[src/rtl/mem_arb_pkg.sv]
// ============================================================================
// mem_arb_pkg : shared types and defaults for the unified-memory arbiter
// Revision    : 1.0
// ============================================================================
`default_nettype none

package mem_arb_pkg;

  typedef enum logic [1:0] {
    IDLE = 2'd0,
    BUSY = 2'd1,
    RESP = 2'd2
  } arb_state_t;

  typedef enum logic {
    INSTR = 1'b0,
    DATA  = 1'b1
  } port_t;

  localparam int C_DEFAULT_TIMEOUT = 16;

endpackage

`default_nettype wire

[src/rtl/mem_arb_timer.sv]
// ============================================================================
// mem_arb_timer : per-transaction wait counter with clear, enable and expiry
// Revision      : 1.0
// ============================================================================
`default_nettype none

module mem_arb_timer
  import mem_arb_pkg::*;
#(
  parameter int TIMEOUT = C_DEFAULT_TIMEOUT,
  parameter int CNT_W   = $clog2(TIMEOUT + 1)
) (
  input  logic clk,
  input  logic reset,
  input  logic clr_i,
  input  logic en_i,
  output logic expire_o
);

  logic [CNT_W-1:0] cnt_q, cnt_d;

  always_comb begin
    cnt_d = cnt_q;
    if (clr_i) begin
      cnt_d = '0;
    end else if (en_i) begin
      cnt_d = cnt_q + CNT_W'(1);
    end
  end

  always_ff @(posedge clk) begin
    if (reset) begin
      cnt_q <= '0;
    end else begin
      cnt_q <= cnt_d;
    end
  end

  assign expire_o = (cnt_q == CNT_W'(TIMEOUT - 1));

endmodule

`default_nettype wire

[src/rtl/mem_arbiter.sv]
// ============================================================================
// mem_arbiter : round-robin sharing of one single-port memory between the
//               instruction-fetch and data ports, with a timeout watchdog
// Revision    : 1.0
// ============================================================================
`default_nettype none

module mem_arbiter
  import mem_arb_pkg::*;
#(
  parameter int WIDTH   = 32,
  parameter int TIMEOUT = C_DEFAULT_TIMEOUT,
  parameter int CNT_W   = $clog2(TIMEOUT + 1)
) (
  input  logic             clk,
  input  logic             reset,
  input  logic             i_req,
  input  logic [WIDTH-1:0] i_addr,
  output logic             i_ack,
  output logic [WIDTH-1:0] i_rdata,
  output logic             i_err,
  input  logic             d_req,
  input  logic             d_we,
  input  logic [WIDTH-1:0] d_addr,
  input  logic [WIDTH-1:0] d_wdata,
  output logic             d_ack,
  output logic [WIDTH-1:0] d_rdata,
  output logic             d_err,
  output logic             mem_req,
  output logic             mem_we,
  output logic [WIDTH-1:0] mem_addr,
  output logic [WIDTH-1:0] mem_wdata,
  input  logic [WIDTH-1:0] mem_rdata,
  input  logic             mem_ack,
  output logic             busy
);

  arb_state_t       state_q, state_d;
  port_t            last_q, last_d;     // also identifies the port being served
  logic             mem_req_q, mem_req_d;
  logic             mem_we_q, mem_we_d;
  logic [WIDTH-1:0] mem_addr_q, mem_addr_d;
  logic [WIDTH-1:0] mem_wdata_q, mem_wdata_d;
  logic             i_ack_q, i_ack_d, i_err_q, i_err_d;
  logic             d_ack_q, d_ack_d, d_err_q, d_err_d;
  logic [WIDTH-1:0] i_rdata_q, i_rdata_d, d_rdata_q, d_rdata_d;
  logic             busy_q, busy_d;

  logic             w_tmr_clr, w_tmr_en, w_expire;
  port_t            w_pick;
  logic [WIDTH-1:0] w_rdata;

  mem_arb_timer #(
    .TIMEOUT (TIMEOUT),
    .CNT_W   (CNT_W)
  ) u_timer (
    .clk      (clk),
    .reset    (reset),
    .clr_i    (w_tmr_clr),
    .en_i     (w_tmr_en),
    .expire_o (w_expire)
  );

  always_comb begin
    state_d     = state_q;
    last_d      = last_q;
    mem_req_d   = mem_req_q;
    mem_we_d    = mem_we_q;
    mem_addr_d  = mem_addr_q;
    mem_wdata_d = mem_wdata_q;
    i_rdata_d   = i_rdata_q;
    d_rdata_d   = d_rdata_q;
    i_ack_d     = 1'b0;
    i_err_d     = 1'b0;
    d_ack_d     = 1'b0;
    d_err_d     = 1'b0;
    w_tmr_clr   = 1'b0;
    w_tmr_en    = 1'b0;
    w_rdata     = '0;
    // On a tie the port that was not served last wins.
    w_pick = (i_req && d_req) ? ((last_q == INSTR) ? DATA : INSTR)
                              : (d_req ? DATA : INSTR);

    unique case (state_q)
      IDLE: begin
        if (i_req || d_req) begin
          last_d      = w_pick;
          mem_req_d   = 1'b1;
          mem_we_d    = (w_pick == DATA) ? d_we    : 1'b0;
          mem_addr_d  = (w_pick == DATA) ? d_addr  : i_addr;
          mem_wdata_d = (w_pick == DATA) ? d_wdata : '0;
          w_tmr_clr   = 1'b1;
          state_d     = BUSY;
        end
      end
      BUSY: begin
        w_tmr_en = 1'b1;
        // mem_ack takes priority over a simultaneous expiry.
        if (mem_ack || w_expire) begin
          w_rdata   = (mem_ack && !mem_we_q) ? mem_rdata : '0;
          mem_req_d = 1'b0;
          state_d   = RESP;
          if (last_q == DATA) begin
            d_ack_d   = 1'b1;
            d_err_d   = !mem_ack;
            d_rdata_d = w_rdata;
          end else begin
            i_ack_d   = 1'b1;
            i_err_d   = !mem_ack;
            i_rdata_d = w_rdata;
          end
        end
      end
      RESP:    state_d = IDLE;
      default: state_d = IDLE;
    endcase

    busy_d = (state_d != IDLE);
  end

  always_ff @(posedge clk) begin
    if (reset) begin
      state_q     <= IDLE;
      last_q      <= INSTR;
      mem_req_q   <= 1'b0;
      mem_we_q    <= 1'b0;
      mem_addr_q  <= '0;
      mem_wdata_q <= '0;
      i_ack_q     <= 1'b0;
      i_err_q     <= 1'b0;
      d_ack_q     <= 1'b0;
      d_err_q     <= 1'b0;
      i_rdata_q   <= '0;
      d_rdata_q   <= '0;
      busy_q      <= 1'b0;
    end else begin
      state_q     <= state_d;
      last_q      <= last_d;
      mem_req_q   <= mem_req_d;
      mem_we_q    <= mem_we_d;
      mem_addr_q  <= mem_addr_d;
      mem_wdata_q <= mem_wdata_d;
      i_ack_q     <= i_ack_d;
      i_err_q     <= i_err_d;
      d_ack_q     <= d_ack_d;
      d_err_q     <= d_err_d;
      i_rdata_q   <= i_rdata_d;
      d_rdata_q   <= d_rdata_d;
      busy_q      <= busy_d;
    end
  end

  assign mem_req   = mem_req_q;
  assign mem_we    = mem_we_q;
  assign mem_addr  = mem_addr_q;
  assign mem_wdata = mem_wdata_q;
  assign i_ack     = i_ack_q;
  assign i_err     = i_err_q;
  assign i_rdata   = i_rdata_q;
  assign d_ack     = d_ack_q;
  assign d_err     = d_err_q;
  assign d_rdata   = d_rdata_q;
  assign busy      = busy_q;

endmodule

`default_nettype wire

[config.mk]
export PLATFORM = sky130hd
export DESIGN_NAME = mem_arbiter
export DESIGN_NICKNAME = d
export VERILOG_FILES = /design/src/rtl/mem_arb_pkg.sv /design/src/rtl/mem_arb_timer.sv /design/src/rtl/mem_arbiter.sv
export SDC_FILE = /design/constraint.sdc
export NUM_CORES = 1
export LEC_CHECK = 0
export CORE_MARGIN = 8
export CORE_UTILIZATION = 46
export CTS_BUF_LIST = sky130_fd_sc_hd__clkbuf_8
export CTS_CLUSTER_SIZE = 40
export DETAILED_ROUTE_END_ITERATION = 6
export GPL_TIMING_DRIVEN = 0
export HOLD_SLACK_MARGIN = 0.05
export PLACE_DENSITY = 0.88
export REMOVE_ABC_BUFFERS = 1
export SLEW_MARGIN = 20
export SYNTH_ARGS = -nofsm -noshare
export SYNTH_HDL_FRONTEND = slang
export SYNTH_SLANG_ARGS = --single-unit
export TNS_END_PERCENT = 10
[constraint.sdc]
create_clock -name clk -period 3.5 [get_ports clk]
set_input_delay 0.525 -clock clk [delete_from_list [all_inputs] [get_ports clk]]
set_output_delay 0.525 -clock clk [all_outputs]
set_load 0.05 [all_outputs]
# Yosys cells after proc, flatten, opt, wreduce, memory -nomap -nowiden

Cells that the tools add are included.

Add/sub/neg operators: 1
Eq/ne operators: 4
Muxes and demuxes: 17
Bitwise logic cells: 3
Reduce and logical (&&, ||, !) cells: 17

Operators by type and width:

| operator              | count |
|---|---|
| $mux W32              | 3 |
| $mux W1               | 10 |
| $reduce_and A3 Y1     | 3 |
| $reduce_or A4 Y1      | 2 |
| $add A5 B1 Y5 const B | 1 |
| $eq A5 B4 Y1 const B  | 1 |
| $mux W2               | 2 |
| $ne A2 B2 Y1 const B  | 2 |
| $pmux W2 S2           | 1 |
| $reduce_bool A2 Y1    | 2 |
| $not A1 Y1            | 3 |
| $reduce_or A3 Y1      | 1 |
| $eq A2 B1 Y1 const B  | 1 |
| $logic_and A1 B1 Y1   | 2 |
| $logic_not A1 Y1      | 2 |
| $logic_not A2 Y1      | 1 |
| $logic_or A1 B1 Y1    | 2 |
| $pmux W1 S2           | 1 |
| $reduce_and A2 Y1     | 1 |
| $reduce_or A2 Y1      | 1 |

Register bits after elaboration: 143
Input port bits: 134
Output and inout bits: 135
Word-level logic and storage cells: 56

# Longest topological paths before layout

Depth after elaboration: 5
Gate-level depth with buffers: 8
Mapped depth without buffers: 6

# Modules after synthesis

From an unflattened synthesis, not the netlist that was laid out.

Cells, all modules: 638
Area total of the unflattened synthesis: 6007.0 µm²

Modules (own cells, without submodules):

| module        | instances | cells an instance | area an instance (µm²) | seq. area each (µm²) |
|---|---|---|---|---|
| mem_arbiter   | 1         | 614               | 5749.3                 | 2762.6 |
| mem_arb_timer | 1         | 24                | 257.7                  | 100.1 |

# Worst setup path before layout

No wires, ideal clock.

Path kind: register -> register
From: register u_timer.cnt_q[0]
To: register d_rdata_q[10] (netlist: d_rdata[10])
Library setup time: 0.132 ns
Data arrival time: 1.607 ns
Required time: 3.368 ns
Path slack: 1.761 ns
Cell stages (with the launch flop): 9
Buffers on the path: 2
Clock period less this slack: 1.739 ns
Cells stage by stage: dfxtp_1 > ha_1 > and3_1 > ha_1 > or2_2 > buf_2 > buf_2 > nand4_1 > a21oi_1

Longest elaborated chain between the ends: 3

Ends and longest elaborated chain:

| item                               | RTL line            | text |
|---|---|---|
| start: declaration                 | mem_arb_timer.sv:20 | `logic [CNT_W-1:0] cnt_q, cnt_d;` |
| start signal: assignment           | mem_arb_timer.sv:35 | `cnt_q <= cnt_d;` |
| $eq A5 B4 Y1                       | mem_arb_timer.sv:39 | `assign expire_o = (cnt_q == CNT_W'(TIMEOUT - 1));` |
| $logic_or A1 B1 Y1                 | mem_arbiter.sv:99   | `if (mem_ack \|\| w_expire) begin` |
| $reduce_and A3 Y1 (no source line) | --                  |  |
| end signal: assignment             | mem_arbiter.sv:148  | `d_rdata_q <= d_rdata_d;` |
| end: declaration                   | mem_arbiter.sv:46   | `logic [WIDTH-1:0] i_rdata_q, i_rdata_d, d_rdata_q, d_rdata_d;` |

Every way passes these cells.
A chain may end at the register's enable or synchronous reset.

# Worst setup path after layout

From: register mem_we_q (netlist: mem_we)
To: output port mem_we

RTL lines:

| item                     | RTL line           | text |
|---|---|---|
| start: declaration       | mem_arbiter.sv:41  | `logic mem_we_q, mem_we_d;` |
| start signal: assignment | mem_arbiter.sv:140 | `mem_we_q <= mem_we_d;` |
| end: declaration         | mem_arbiter.sv:30  | `output logic mem_we,` |

No word-level cell between the ends.

==> flow_summary.toml <==
[cts]
clockBufferDepth = 2
ctsResizeCount = 0
ctsHoldBuffers = 0
cts-buffers-inserted = 17
cts_tree = "built"
post_cts_buffers = 0
cts.sinks = 143
worstSkewPairLatency_ns = 0.44
htree_levels = 4
clk_pin_slew_ns = 0.09
root_buffer = "clkbuf_8"

[synth]
synth_top_area_share = 0.4877
synth-seq-area-share = 0.4877
synth_async_sr_flop_share = 0
ys.flop_type = "dfxtp_1"
ys_warn_count = 0
yosys.area.top_type = "dfxtp_1"
synth_cells = 583
synth_cell_types = 32
synth.most_common_cell = "dfxtp_1"
synth-edff-count = 0
syn_area_um2 = 5869
yosys-top-cells-area = "dfxtp_1 (49%), o31ai_1 (8.3%), nand4_1 (6.8%), a21oi_1 (5.7%), mux2i_1 (5.5%)"
ys_ff_latch = 143
synthTopCellsByCount = "dfxtp_1 (143), a21oi_1 (67), o31ai_1 (65)"
syn_area_per_cell_um2 = 10.07

[finish]
syn_to_final_growth_pct = 53.02
drive_gt1_frac = 0.06265
insertedDiodeCount = 0
design_area_um2 = 8981
fillerInstances = 929
nets = 937
finalNonFillerCells = 986

[detailed_routing]
drc_errors = 0
drtAntennaViolNets = 0
wl_mm = 21.25
drt-initial-drc-count = 611
wl_per_cell_um = 21.55
drt_first_pass_iters = 5
vias = 5898
viasPerCell = 5.982

[worst_setup_path]
cp-end-kind = "primary output"
r2r-end = "mem_wdata[5]$_SDFFE_PP0P_"
regToRegStartpoint = "last_q$_SDFFE_PP0P_"
crit_type = "flip-flop to primary output"
path_buf_inv = 1
crit_fanout = 34
reg2reg_slack_ns = 1.02
r2r_cells = 4
crit_chain = "clkdlybuf4s50_1"
slowest_stage = "clkdlybuf4s50_1"
critPathRequiredTime_ns = 2.97
critPathMaxStageDelay_ns = 0.92
worstPathArrival_ns = 2.06
crit_start = "mem_we$_SDFFE_PP0P_"
crit_path_start_kind = "flip-flop"
crit_family = "buffers and inverters"

[floorplan]
die-area_um2 = 16630
die_y_um = 129.0
start_util = 0.4689
die_w_um = 129.0
fp.coreArea_um2 = 12520
io_pins = 269
rows = 41

[grt]
grt_max_degree = 73
grtUsageTotal = 0.2473
grt_first_pass_wirelength_mm = 32.64
grt_pass1_vias = 6111
grt_overflow = 0
grt_antenna_before_repair = 0

[min_path]
holdPathStages = 1
whs_endpoint = "mem_addr[1]$_SDFFE_PP0P_"
hold_start = "mem_addr[1]$_SDFFE_PP0P_"
hold_path.class = "flip-flop to flip-flop"

[placed_design]
dp_hpwl_mm = 15.36
gp_congestion = 0.7707
port_buffers = 268
placed_cell_area_um2 = 8589
dp.cells = 954

[timing]
max_slew_margin = 0.4450
setup_viol = 0
fin_crit_sh = 0.7380
fmax_mhz = 387.2
rsz0062_at_grt = "false"
clock_skew_ns = 0.01505
tightest_slew_ns = 0.8305
holdWs_ns = 0.4706
finalHoldViolCount = 0
slew_violations = 0
fin_crit_ns = 2.583

[power_and_ir_drop]
power.total_mw = 4.131
vdd_drop_max_uv = 264.7
power.density_nw_per_um2 = 460.0
leakage_nw = 3.234

[run_status]
outcome = "completed"

[job]
cap_violations = 0
[how the worst max path moves through the flow]
stage | endpoint | slack, ns | cells past startpoint
after global placement | mem_wdata[12]$_SDFFE_PP0P_ | -3.46 | 3
after detailed placement | mem_wdata[14]$_SDFFE_PP0P_ | 0.72 | 5
after floorplan | i_err$_SDFF_PP0_ | -0.14 | 6
final | mem_we | 0.92 | 1
after CTS | mem_we | 0.47 | 1
after global routing | mem_we | 0.76 | 1
[kinds of logic after synthesis]
family	synth area share
buf+inv	0.06736
fa+ha+maj	0.004263
xor+xnor	0.002985
simple gates	0.1375
mux	0.05457
flops	0.4877
compound gates	0.2456
[flip-flops by register name, summed over array words and instances (netlist names)]
name / count
i_ack: 1
state_q: 2
last_q: 1
mem_addr: 32
mem_wdata: 32
mem_we: 1
d_ack: 1
busy: 1
u_timer.cnt_q: 5
d_rdata: 32
i_err: 1
i_rdata: 32
mem_req: 1
d_err: 1
[layer usage]
| layer | global-route usage | share of wire |
|---|---|---|
| met1 | 0.2724 | 0.37 |
| met2 | 0.4156 | 0.49 |
| met3 | 0.1001 | 0.11 |
| met4 | 0.1016 | 0.026 |
| met5 | 0 | 0 |
[report_power, final]
part	switching (mW)	internal (mW)	leakage (nW)
logic	0.642	0.406	1.87
clock network	0.662	0.613	0.198
registers	0.0897	1.72	1.17
[placed cells by master, fill, tap and decap left out, types with 3 or more instances in the layout]
master           synthesis  layout
buf_16                   0       3
nand2_1                  3       3
clkbuf_8                 0      19
a22o_1                  33      33
a21oi_1                 67      66
mux2i_1                 32      32
inv_6                    0       5
and3b_1                 33      33
nor2_1                   7       6
clkdlybuf4s50_1          0     266
o21ai_0                  3       3
buf_12                   0       3
o31ai_1                 65      65
o2bb2ai_1               32      32
nand4_1                 64      64
clkinv_4                 0       4
dfxtp_1                143     141
[layout make-up]
class	instances	area [µm²]	area share
clock inverter	13	126.4	0.01407
timing repair buffer	276	2844	0.3167
clock buffer	19	261.5	0.02912
sequential	143	2868	0.3193
multi-input combinational	360	2655	0.2956
tap	172	215.2	0.02396
inverter	3	11.26	0.001254
[through the flow]
stage	TNS, ns	worst slack, ns	util
floorplan	-4.505	-0.1392	-
global placement	-369.82	-3.461	0.6697
detailed placement	0	0.7211	0.6862
CTS	0	0.4725	0.7172
global route	0	0.7633	0.7175
finish	0	0.9171	0.7175
Power figures use the tool's default switching activity.
==> RTL change: new RTL, same settings <==
`WIDTH`: 32 -> 16.
--- a/src/rtl/mem_arbiter.sv
+++ b/src/rtl/mem_arbiter.sv
@@ -10,3 +10,3 @@
 #(
-  parameter int WIDTH   = 32,
+  parameter int WIDTH   = 16,
   parameter int TIMEOUT = C_DEFAULT_TIMEOUT,
Ports: changed (8 resized); port bits go from 269 to 141. No check against the original RTL was run, so the function may have changed too.
==> RTL change against the unedited design <==
Clock skew shrank 0.0021 ns. Total power is 45% lower. Area after synthesis decreased by 45%. Maximum frequency down 2.7%. Final area decreased by 46%. Routed wire length is 52% lower. Worst setup slack worse by 0.071 ns. Global-route usage shrank 5.6 points. Core utilization fell by 0.66 points. Register-to-register slack improved by 0.05 ns. Sequential cell count is 64 lower. First-iteration DRC count down 76%. Largest cell class unchanged.
==> RTL change: results (changes against the unedited design) <==
| Quantity | This run | Unit | vs unedited |
|:---|:---|:---|:---|
| Wire length reported by the detailed router | 10,100 | µm | -52% |
| Via density | 5.60 | - | -6.5% |
| Post-route clock skew | 0.0130 | ns | -0.00206 ns |
| Status | finished, final reports clean | - |  |
| DPL Wire Length | 6970 | µm | -55% |
| Sequential fraction of the synthesis area | 48.8 | % | about the same |
| Number of iterations in the first detailed-routing pass | 5 | - | unchanged |
| Worst-case clock buffer depth | 2 | - | unchanged |
| Number of nets in the final layout | 505 | - | -46% |
| Gate family responsible for the most delay along the worst path | simple AND/OR/NAND/NOR gates | - |  |
| Worst-path fanout max | 32 | - | -5.9% |
| Worst-case headroom to the max-slew limit | 26.6 | % | -18 points |
| Maximum number of pins on one net before global-route repair | 41 | - | -44% |
| Number of global-route vias before repair | 2,935 | - | -52% |
| Adder-cell area share of the yosys netlist | 0.772 | % | +0.35 points |
| Last weighted congestion value of the routability-driven placer | 0.771 | - | about the same |
| Clock latency on the worst-skew pair | 0.34 | ns | -0.10 ns |
| GRT Total Usage | 19.1 | % | -5.6 points |
| Placed standard-cell area | 0.00459 | mm² | -47% |
| Slowest cell on the critical path | clkdlybuf4s50_1 | - |  |
| Maximum cell stage delay along the critical path | 0.94 | ns | +0.02 ns |
| Fraction of synthesized area in multiplexers | 4.94 | % | -0.52 points |
| Top cells by count, synth | dfxtp_1 (79), a21oi_1 (34), nand4_1 (32), o31ai_1 (32) | - |  |
| Highest ir drop seen on vdd | 0.000250 | V | -5.6% |
| Data arrival time of the critical path | 2.91 | ns | +0.85 ns |
| Share of cells above drive strength 1 | 5.94 | % | -0.33 points |
| Number of unique standard cell types used by synthesis | 36 | - | +13% |
| Leading cell types by total area after synthesis | dfxtp_1 (49%), o31ai_1 (7.4%), nand4_1 (6.2%), a21oi_1 (5.2%), mux2i_1 (4.9%) | - |  |
| Initial detailed-routing violation count | 144 | - | -76% |
| Number of buffers created by CTS | 9 | - | -8 |
| First-pass GRT wire length | 15,300 | µm | -53% |
| Synth Area in XOR/XNOR | 0.540 | % | +0.24 points |
| Area fraction in compound gates after synthesis | 24.1 | % | -0.48 points |
| Input/output buffers | 140 | - | -48% |
| H-tree Lvls | 3 | - | -1 |
| Leak Pwr | 1.74 | nW | -46% |
| Placement-stage worst setup slack | 0.624 | ns | -0.0969 ns |
[RTL change: report_power, final]
part	switching, mW	internal (mW)	total [mW]
Sequential	0.0427	0.944	0.987
Combinational	0.292	0.188	0.481
Clock	0.334	0.476	0.810
[RTL change: path summary, 6_finish.rpt]
path	from	end	slack (ns)	cells past startpoint
min	mem_addr[7]$_SDFFE_PP0P_	mem_addr[7]$_SDFFE_PP0P_	0.47	1
min reg2reg	mem_addr[7]$_SDFFE_PP0P_	mem_addr[7]$_SDFFE_PP0P_	0.47	1
max reg2reg	last_q$_SDFFE_PP0P_	mem_wdata[13]$_SDFFE_PP0P_	1.07	3
max	mem_ack	i_rdata[14]$_SDFFE_PP0P_	0.85	4
[RTL change: kinds of logic (layout without fill, tap and decap cells)]
family,count (synthesis),in the layout
AOI/OAI and AO/OA,109,109
xor gates and xnor gates,2,2
adders and majority gates,2,2
buffers and inverters,42,159
DFF,79,79
muxes,16,16
and+or+nand+nor,71,71
[RTL change: metal layers]
layer  wire [µm]  global-route usage, %  vias to the layer above  share of wire (%)
li1            -                      -                     1444                  -
met1        3790                   20.3                     1431                 38
met2        5590                   35.5                       94                 55
met3         443                   3.18                       19                4.4
met4         280                   9.55                        0                2.8
met5           0                      0                        -                  0
[RTL change: through the flow]
stage               total power, mW  cells  utilization (%)
floorplan                      1.27    282                -
detailed placement             1.49    518             67.5
finish                         2.28    534             71.1
CTS                            2.29    534             71.1
global placement               1.48    518             67.3
global route                   2.36    534             71.1
[RTL change: cell type report]
| type | count | area, µm² |
|---|---|---|
| clock buffer | 9 | 124 |
| fill | 516 | 1960 |
| multi-input combinational | 200 | 1480 |
| timing repair buffer | 140 | 1400 |
| sequential | 79 | 1580 |
| inverter | 3 | 11.3 |
| clock inverter | 7 | 120 |
| tap | 96 | 120 |
